===== config.mk =====
export PLATFORM = sky130hd
export DESIGN_NAME = pc_fetch_unit
export DESIGN_NICKNAME = d
export VERILOG_FILES = /design/src/rtl/pc_fetch_unit_pkg.sv /design/src/rtl/pc_fetch_unit_pc_next.sv /design/src/rtl/pc_fetch_unit.sv
export SDC_FILE = /design/constraint.sdc
export NUM_CORES = 1
export LEC_CHECK = 0
export CAP_MARGIN = 5
export CORE_ASPECT_RATIO = 0.9
export CORE_MARGIN = 2
export CORE_UTILIZATION = 45
export DETAILED_ROUTE_END_ITERATION = 7
export PLACE_DENSITY = 0.82
export SKIP_LAST_GASP = 1
export SLEW_MARGIN = 5
export SYNTH_ARGS = -nofsm -noshare
export SYNTH_HDL_FRONTEND = slang
export SYNTH_SLANG_ARGS = --single-unit

===== constraint.sdc =====
create_clock -name clk -period 5.01 [get_ports clk]
set_clock_uncertainty 0.2 [all_clocks]
set_input_delay 0.7515 -clock clk [delete_from_list [all_inputs] [get_ports clk]]
set_output_delay 0.7515 -clock clk [all_outputs]
set_load 0.05 [all_outputs]

===== src/rtl/pc_fetch_unit_pkg.sv =====
// Shared types and constants for the PC fetch unit.
// FETCH_PERF_CNT_EN (a define) adds the retired-instruction counter to pc_fetch_unit.
package pc_fetch_unit_pkg;

  typedef enum logic {
    FETCH = 1'b0,
    EXEC  = 1'b1
  } fetchState_t;

  localparam int INSTR_W = 32;
  localparam int JUMP_W  = 26;

  localparam logic [INSTR_W-1:0] DEFAULT_RESET_PC = 32'h0000_0000;

endpackage


===== src/rtl/pc_fetch_unit_pc_next.sv =====
// Next-PC selection: jump beats branch, branch beats sequential. Purely combinational.
module pc_next
  import pc_fetch_unit_pkg::*;
(
  input  logic [INSTR_W-1:0] PC,
  input  logic [INSTR_W-1:0] Instr,
  input  logic [INSTR_W-1:0] SignImm,
  input  logic               PCSrc,
  input  logic               Jump,
  output logic [INSTR_W-1:0] nextPc
);

  logic [INSTR_W-1:0] pcPlus4;
  logic [INSTR_W-1:0] branchTarget;
  logic [INSTR_W-1:0] jumpTarget;
  logic               unusedBits;

  assign pcPlus4      = PC + 32'd4;
  // The word offset is scaled to bytes; its top two bits fall off the 32-bit sum.
  assign branchTarget = pcPlus4 + {SignImm[INSTR_W-3:0], 2'b00};
  assign jumpTarget   = {pcPlus4[INSTR_W-1:INSTR_W-4], Instr[JUMP_W-1:0], 2'b00};
  assign unusedBits   = ^{Instr[INSTR_W-1:JUMP_W], SignImm[INSTR_W-1:INSTR_W-2]};

  always_comb begin
    nextPc = pcPlus4;
    if (Jump) begin
      nextPc = jumpTarget;
    end else if (PCSrc) begin
      nextPc = branchTarget;
    end
  end

endmodule


===== src/rtl/pc_fetch_unit.sv =====
// Two-state fetch sequencer: requests an instruction, holds it until the datapath retires it.
// Define FETCH_PERF_CNT_EN to add the 32-bit instret counter output.
module pc_fetch_unit
  import pc_fetch_unit_pkg::*;
#(
  parameter logic [31:0] RESET_PC = DEFAULT_RESET_PC
) (
  input  logic        clk,
  input  logic        rst_n,
  input  logic        PCSrc,
  input  logic        Jump,
  input  logic [31:0] SignImm,
  input  logic        retire,
  output logic        imem_req,
  output logic [31:0] imem_addr,
  input  logic        imem_ack,
  input  logic [31:0] imem_rdata,
  output logic [31:0] Instr,
  output logic        InstrValid,
  output logic [31:0] PC,
  output logic [31:0] PCPlus4,
`ifdef FETCH_PERF_CNT_EN
  output logic [31:0] instret,
`endif
  output logic        stateDbg
);

  // Handshakes: imem_req/imem_addr are held until a cycle with imem_ack, which completes
  // the transfer in that cycle; Instr/PC are held with InstrValid until a cycle with
  // retire. Each side ignores its handshake input while the other state is active.

  fetchState_t        state;
  fetchState_t        stateNext;
  logic [31:0]        pcReg;
  logic [31:0]        instrReg;
  logic [31:0]        nextPc;
  logic               loadInstr;
  logic               loadPc;

  pc_next uPcNext (
    .PC      (pcReg),
    .Instr   (instrReg),
    .SignImm (SignImm),
    .PCSrc   (PCSrc),
    .Jump    (Jump),
    .nextPc  (nextPc)
  );

  always_comb begin
    stateNext = state;
    loadInstr = 1'b0;
    loadPc    = 1'b0;
    case (state)
      FETCH: begin
        if (imem_ack) begin
          loadInstr = 1'b1;
          stateNext = EXEC;
        end
      end
      EXEC: begin
        if (retire) begin
          loadPc    = 1'b1;
          stateNext = FETCH;
        end
      end
      default: stateNext = FETCH;
    endcase
  end

  always_ff @(posedge clk) begin
    if (!rst_n) begin
      state    <= FETCH;
      pcReg    <= RESET_PC;
      instrReg <= '0;
    end else begin
      state <= stateNext;
      if (loadInstr) instrReg <= imem_rdata;
      if (loadPc)    pcReg    <= nextPc;
    end
  end

`ifdef FETCH_PERF_CNT_EN
  logic [31:0] instretReg;

  always_ff @(posedge clk) begin
    if (!rst_n) begin
      instretReg <= '0;
    end else if (loadPc) begin
      instretReg <= instretReg + 32'd1;
    end
  end

  assign instret = instretReg;
`endif

  // Gating with rst_n keeps the request low for the whole reset, not just after the edge.
  assign imem_req   = rst_n && (state == FETCH);
  assign imem_addr  = pcReg;
  assign Instr      = instrReg;
  assign InstrValid = (state == EXEC);
  assign PC         = pcReg;
  assign PCPlus4    = pcReg + 32'd4;
  assign stateDbg   = state;

endmodule


**Yosys cells after proc, flatten, opt, wreduce, memory -nomap -nowiden**

Index checks and enable logic that the tools add are counted.

- Register bits: 65
- Latch bits: 0
- Bits in writable memories: 0
- ROM bits: 0
- Output and inout port bits: 131
- Memories: 0

- Add/sub/neg operators: 2
- $mul: 0
- Div/mod/pow operators: 0
- Order comparisons: 0
- Eq/ne operators: 0
- Shifts and indexed selects: 0
- Multiplexer cells: 8
- Bitwise logic cells: 1
- Reduce and logical (&&, ||, !) cells: 1

Operator list:

| cell | number |
|---|---|
| 32-bit two-way mux | 2 |
| 32-bit by 3-bit adder with 32-bit output (second input constant) | 1 |
| 32-bit adder | 1 |
| 1-bit two-way mux | 5 |
| 1-bit one-hot mux with 2 select lines | 1 |
| 1-bit logical AND | 1 |
| 1-bit NOT | 1 |

**Logic depth before layout (Yosys ltp)**

Gate-level depths: netlist of the first run.

- Word-level depth: 4
- Mapped depth: 16

**Modules after synthesis**

From an unflattened synthesis of the first run, not the netlist that was laid out.

- Cell total of the unflattened synthesis: 827
- Area, all modules: 6,133.4 µm²

Modules (own cells, without submodules):

| module | times used | cells an instance | area an instance (µm²) | seq. area each (µm²) |
|---|---|---|---|---|
| pc_fetch_unit | 1 | 405 | 3,254.4 | 1,301.2 |
| pc_next | 1 | 422 | 2,879.0 | 0.0 |

**Least setup slack after synthesis of the first run**

No wires, ideal clock.

- Path type: flip-flop to flip-flop
- From: reg pcReg[2] (netlist: PC[2])
- To: reg pcReg[31] (netlist: PC[31])
- Library setup time: 0.080 ns
- Data arrival time: 4.655 ns
- Data required time: 4.730 ns
- Setup slack: 0.075 ns
- Cell stages (with the launch flop): 17
- Buffers on the path: 1
- Cell sequence: dfxtp_1 ha_1 nand3_1 nor3_1 nand3_1 nor2_1 xor2_1 ha_1 clkbuf_1 nor2_1 nor2_1 a31o_2 a21oi_1 mux2i_1 a41oi_1 a211o_1 o211ai_1

- Longest elaborated chain between the ends: 4

RTL lines:

| item | line | source |
|---|---|---|
| start: declaration | pc_fetch_unit.sv:34 | `logic [31:0] pcReg;` |
| start signal: assignment | pc_fetch_unit.sv:78 | `if (loadPc) pcReg <= nextPc;` |
| 32-bit by 3-bit adder with 32-bit output | n/a |  |
| net PCPlus4[28] | pc_fetch_unit.sv:21 | `output logic [31:0] PCPlus4,` |
| 32-bit adder | pc_fetch_unit_pc_next.sv:20 | `assign branchTarget = pcPlus4 + {SignImm[INSTR_W-3:0], 2'b00};` |
| 32-bit two-way mux | pc_fetch_unit_pc_next.sv:28 | `end else if (PCSrc) begin` |
| 32-bit two-way mux | pc_fetch_unit_pc_next.sv:26 | `if (Jump) begin` |

The timed path passes the listed nets, and every way through them passes these cells.
A chain may end at the register's enable or synchronous reset.

**Final worst setup path of the first run**

- From: reg pcReg[3] (netlist: PC[3])
- To: reg pcReg[31] (netlist: PC[31])

- Longest elaborated chain between the ends: 4

RTL lines:

| item | line | source |
|---|---|---|
| 32-bit by 3-bit adder with 32-bit output * | pc_fetch_unit_pc_next.sv:18 | `assign pcPlus4 = PC + 32'd4;` |
| 32-bit adder | pc_fetch_unit_pc_next.sv:20 |  |
| 32-bit two-way mux | pc_fetch_unit_pc_next.sv:28 |  |
| 32-bit two-way mux * | pc_fetch_unit_pc_next.sv:26 |  |

Every way passes the cells marked *; elsewhere a longest branch is shown, timed or not.

==> results of run 1 <==
[path summary, 6_finish.rpt]
| path | to | slack (ps) | depth (start not counted) |
|---|---|---|---|
| hold reg to reg | Instr[26] | 250 | 2 |
| setup / recovery | PC[31] | 490 | 16 |
| setup reg to reg | PC[31] | 490 | 16 |
| hold / removal | Instr[26] | 250 | 2 |
[synth_stat cells, types with 4 or more instances]
library cell,n
a211oi_1,11
a21boi_0,15
a21o_1,11
a21oi_1,64
a31oi_1,6
a41oi_1,5
and2_1,5
and3_1,8
buf_4,37
clkbuf_1,29
dfxtp_1,63
ha_1,36
inv_1,16
mux2i_1,6
nand2_1,125
nand3_1,21
nand4_1,19
nor2_1,56
nor2b_1,5
nor3_1,12
o211ai_1,9
o21ai_0,37
o21bai_1,4
o221ai_1,7
o22ai_1,4
o31ai_1,5
or3_1,4
xnor2_1,28
xor2_1,18
[logic make-up (layout without fill, tap and decap cells)]
logic type | Yosys count | count (layout) | synth area share [%]
buf+inv | 84 | 237 | 8.77
compound gates | 202 | 202 | 25.2
simple gates | 268 | 268 | 23.5
other cells | 1 | 6 | 0.0724
xor+xnor | 46 | 46 | 7.78
fa+ha+maj | 37 | 37 | 9.09
flops | 63 | 63 | 24.4
mux | 6 | 6 | 1.16
[power groups by stage]
stage                     logic, uW  registers [uW]  clock network [uW]
after floorplan                 313             652                   0
after global placement          591             571                   0
after detailed placement        594             572                   0
after CTS                       597             562                 674
after global routing            642             566                 700
final                           605             563                 667
[final cells by class]
cell class / instances / area, um^2 / share of cell area [%]
multi-input combinational: 565 / 3480 / 47.3
timing repair buffer: 205 / 2040 / 27.7
sequential: 63 / 1260 / 17.1
clock buffer: 9 / 225 / 3.06
tap: 156 / 195 / 2.65
clock inverter: 7 / 97.6 / 1.33
inverter: 16 / 60.1 / 0.816
[stage by stage]
step	area (um^2)	instances	hold WS, ps	util, %	worst slack [ps]
5_1_grt	7360	1021	276	64.9	292
3_3_place_gp	7010	1004	242	61.8	826
6_report	7360	1021	252	64.9	487
2_1_floorplan	5200	712	475	-	75.5
3_5_place_dp	7010	1004	248	61.8	685
4_1_cts	7330	1020	254	64.7	602
[flip-flops by register name (all words and copies together), names as in the netlist]
signal      count
PC             30
InstrValid      1
Instr          32
[per-layer routing]
layer  global-route usage, %  up-vias  wire length [um]
li1                        -     2804                 -
met3                    5.92       30              1940
met2                    42.2      307              7720
met1                    40.8     2610              7620
met4                    6.22        0               283
met5                       0        -                 0
[worst min-delay path, delay by kind of cell, from the launching register on]
kind / cells / cell delay, ps
AOI/OAI and AO/OA: 1 / 50
DFF: 1 / 300
and+or+nand+nor: 1 / 50
==> impl_metrics.env, run 1 <==
export IMPL_clock_path_buffers=2
export IMPL_final_setup_tns_ps=0
export IMPL_p_leak_uw=0.00291
export IMPL_startpoint="PC[3]"
export IMPL_nets=967
export IMPL_fin_crit_ps=4520
export IMPL_cp_buffers_inverters=1
export IMPL_slowest_stage="dfxtp_1"
export IMPL_antenna_found_initial=0
export IMPL_htreeDepth=3
export IMPL_drt_pass1_iterations=5
export IMPL_ys_seq_area_share_pct=24.4
export IMPL_rsz0062_at_grt="false"
export IMPL_maxSlewViolCount=0
export IMPL_row_count=37
export IMPL_cpLargestDelayFamily="compound AO/OA/AOI/OAI gates"
export IMPL_gp_congestion=0.945
export IMPL_cp_arrival_ps=4570
export IMPL_portBuffers=192
export IMPL_fmax_ghz=0.221
export IMPL_yosys_cell_types_count=57
export IMPL_synthCells=707
export IMPL_ant_nets=0
export IMPL_power_density_nw_per_um2=249
export IMPL_synth_area_um2=5180
export IMPL_reg2reg_from="PC[3]"
export IMPL_power_frac_clock_pct=36.4
export IMPL_insertion_delay_ps=330
export IMPL_relSlewSlack_pct=21.7
export IMPL_grt_max_degree=35
export IMPL_outcome="complete, no violations"
export IMPL_power_frac_comb_pct=33.0
export IMPL_start_kind="register"
export IMPL_synth_edff_count=0
export IMPL_p_switching_uw=648
export IMPL_hold_start="Instr[26]"
export IMPL_die_width_um=117
export IMPL_synth_main_ff_cell="dfxtp_1"
export IMPL_root_buffer="clkbuf_16"
export IMPL_grt_overflow=0
export IMPL_seqPwrFrac_pct=30.7
export IMPL_syn2layout_area_growth_pct=42.2
export IMPL_dr_total_vias=5751
export IMPL_postCtsSetupBuffers=0
export IMPL_routed_wl_mm=17.6
export IMPL_nFillCells=982
export IMPL_avgSynthCellArea_um2=7.32
export IMPL_dp_hpwl_mm=13.6
export IMPL_final_cell_mix="clkdlybuf4s50_1 (192), nand2_1 (125), a21oi_1 (64)"
export IMPL_synth_area_leader_cell="dfxtp_1"
export IMPL_cts_sinks=63
export IMPL_final_common_cell="clkdlybuf4s50_1"
export IMPL_cts_tree="done"
export IMPL_setup_violations=0
export IMPL_drtIter0Drc=679
export IMPL_switching_share_pct=35.3
export IMPL_cp_cell_sequence="ha_1, nand3_1, nor3_1, buf_4, nand3_1, nor2_1, xnor2_1, ha_1, a211oi_1, o21ai_0, a31o_2, a21oi_1, mux2i_1, a41oi_1, a211o_1, o211ai_1"
export IMPL_fin_crit_sh_pct=90.3
export IMPL_initial_core_util_pct=45.6
export IMPL_end_kind="register"
export IMPL_tightest_slew_ps=1170
export IMPL_p_int_uw=1190
export IMPL_grt_pass1_vias=5154
export IMPL_path_clk_slew_ps=50
export IMPL_drc=0
export IMPL_hold_viol=0
export IMPL_die_h_um=106
export IMPL_yosysTopAreaCellShare_pct=24.4
export IMPL_hold_class="reg -> reg"
export IMPL_ir_drop_uv=242
export IMPL_coreArea_um2=11300
export IMPL_p_total_uw=1840
export IMPL_ios=201
export IMPL_ys_top_cells_by_area="dfxtp_1 (24%), nand2_1 (9.1%), ha_1 (8.7%)"
export IMPL_cts_resized=0
export IMPL_async_flop_share_pct=0
export IMPL_grt_usage_pct=28.0
export IMPL_cts_buffers=9
export IMPL_synth_warnings=0
export IMPL_path_max_fanout=9
export IMPL_vias_per_cell=5.63
export IMPL_worstSetupPathType="reg -> reg"
export IMPL_drive_gt1_share_pct=5.09
export IMPL_cp_slowest_stage_delay_ps=450
export IMPL_routedWlPerCell_um=17.2
export IMPL_hold_buffers=0
export IMPL_cp_required_ps=5060
export IMPL_die_area_um2=12400
export IMPL_grt_pass1_wl_mm=27.4
export IMPL_synth_seq_cells=63
export IMPL_maxCapViolCount=0
export IMPL_diodes=0
Power figures use the tool's default switching activity.
==> run 2, diff against run 1 <==
Settings changed: CTS_CLUSTER_DIAMETER set to 60.
==> results of run 2 <==
Same layout as run 1: the final DEF is identical, and so are final timing and power.
==> run 3, diff against run 2 <==
Settings changed: CORE_MARGIN 2 to 4, CTS_CLUSTER_SIZE set to 30.
==> run 3 against run 2 <==
Against the previous run:
- critical path depth did not move
- fmax is 1.7% higher
- highest routed layer unchanged
- flip-flop and latch count did not move
- die area rose by 7.3%
- hold slack gained 19 ps
- utilization grew 1.7 points
- clock-buffer cell count grew 2
- sequential share of layout area hardly changed
- combinational power is essentially flat
- critical path type unchanged
- sequential power hardly changed
- via count rose by 1.6%
- first-iteration DRC count shrank 20%
==> impl_metrics.env, run 3 (synthesis gave the netlist of run 1 again) <==
export IMPL_dp_hpwl_mm=15.3
export IMPL_drc=0
export IMPL_cts_sinks=63
export IMPL_path_max_fanout=10
export IMPL_ir_drop_uv=246
export IMPL_outcome="complete, no violations"
export IMPL_tightest_slew_ps=1140
export IMPL_cts_tree="done"
export IMPL_hold_buffers=0
export IMPL_cts_resized=0
export IMPL_path_clk_slew_ps=50
export IMPL_insertion_delay_ps=330
export IMPL_reg2reg_from="PC[2]"
export IMPL_cts_buffers=9
export IMPL_final_setup_tns_ps=0
export IMPL_final_area_um2=7350
export IMPL_postCtsSetupBuffers=0
export IMPL_hold_class="reg -> reg"
export IMPL_hold_start="Instr[29]"
export IMPL_maxCapViolCount=0
export IMPL_p_leak_uw=0.00292
export IMPL_dpl_cell_area_um2=6990
export IMPL_drive_gt1_share_pct=4.76
export IMPL_grt_pass1_wl_mm=29.9
export IMPL_end_kind="register"
export IMPL_grt_pass1_vias=5562
export IMPL_clock_path_buffers=2
export IMPL_largest_register_ffs=32
export IMPL_final_common_cell="clkdlybuf4s50_1"
export IMPL_routed_wl_mm=19.4
export IMPL_rsz0062_at_grt="false"
export IMPL_ant_nets=0
export IMPL_dr_total_vias=5841
export IMPL_htreeDepth=3
export IMPL_min_path_cells=2
export IMPL_grt_overflow=0
export IMPL_power_density_nw_per_um2=260
export IMPL_cp_arrival_ps=4490
export IMPL_initial_core_util_pct=46.9
export IMPL_fin_crit_sh_pct=88.8
export IMPL_die_area_um2=13300
export IMPL_antenna_found_initial=0
export IMPL_grt_usage_pct=28.4
export IMPL_setup_violations=0
export IMPL_portBuffers=192
export IMPL_vias_per_cell=5.76
export IMPL_fmax_ghz=0.225
export IMPL_row_count=36
export IMPL_root_buffer="clkbuf_16"
export IMPL_maxSlewViolCount=0
export IMPL_ios=201
export IMPL_start_kind="register"
export IMPL_final_cell_mix="clkdlybuf4s50_1 (192), nand2_1 (125), a21oi_1 (64)"
export IMPL_grt_max_degree=35
export IMPL_relSlewSlack_pct=23.8
export IMPL_fin_crit_ps=4450
export IMPL_postLayoutCoreUtil_pct=66.6
export IMPL_startpoint="PC[2]"
export IMPL_gp_congestion=0.970
export IMPL_syn2layout_area_growth_pct=41.9
export IMPL_reg2reg_depth=16
export IMPL_die_width_um=121
export IMPL_finalNonFillerCells=1014
export IMPL_drtIter0Drc=544
export IMPL_die_h_um=110
export IMPL_hold_viol=0
export IMPL_drt_pass1_iterations=5
export IMPL_worstSetupPathType="reg -> reg"
export IMPL_nets=964
export IMPL_coreArea_um2=11000
export IMPL_diodes=0
export IMPL_holdWs_ps=271
export IMPL_dp_cells=998
export IMPL_routedWlPerCell_um=19.1
export IMPL_cp_required_ps=5050
==> run 3: changes by cell type in the layout (fill, tap and decap cells not counted) <==
cell / previous run / this run
bufinv_16: 2 / 3
clkbuf_8: 0 / 2
clkinv_4: 2 / 1
buf_4: 12 / 10
buf_16: 1 / 0
clkinvlp_4: 2 / 0
==> run 3: per-stage QoR <==
stage	setup slack, ps	power [uW]
2_1_floorplan	75.5	964
3_3_place_gp	757	1170
3_5_place_dp	664	1170
4_1_cts	615	1910
5_1_grt	298	1980
6_report	562	1910
==> run 3: metal layers <==
layer / share of wire [%] / global-route usage, %
met5: 0 / 0
met4: 1.6 / 6.88
met3: 9.4 / 8.13
met2: 45 / 45.2
met1: 44 / 38.0
==> run 3: path summary, 6_finish.rpt <==
path                                   to  slack [ps]
worst max register to register     PC[31]         560
worst max-delay path               PC[31]         560
worst min-delay path            Instr[29]         270
worst min register to register  Instr[29]         270
==> run 3: report_power, final <==
group	switching (uW)	internal, uW	total, uW
Sequential	36.9	528	565
Combinational	388	219	607
Clock	225	513	738
==> run 3: area by class of cell <==
| class | count | area [um^2] |
|---|---|---|
| clock buffers | 11 | 253 |
| multi-input cells | 565 | 3480 |
| repair buffers | 202 | 2000 |
| clock inverters | 5 | 104 |
| flip-flops and latches | 63 | 1260 |
| inverters | 16 | 60.1 |
| well taps | 152 | 190 |
| fillers | 928 | 3690 |
==> run 3: worst max-delay path: stages (launching register included) <==
cell and delay [ps]:
dfxtp_1 540, ha_1 250, nand3_1 180, nor3_1 240, buf_4 160, nand3_1 110, nor2_1 170, xnor2_1 280
ha_1 430, a211oi_1 340, o21ai_0 160, a31o_2 260, a21oi_1 280, mux2i_1 240, a41oi_1 100, a211o_1 330
o211ai_1 90
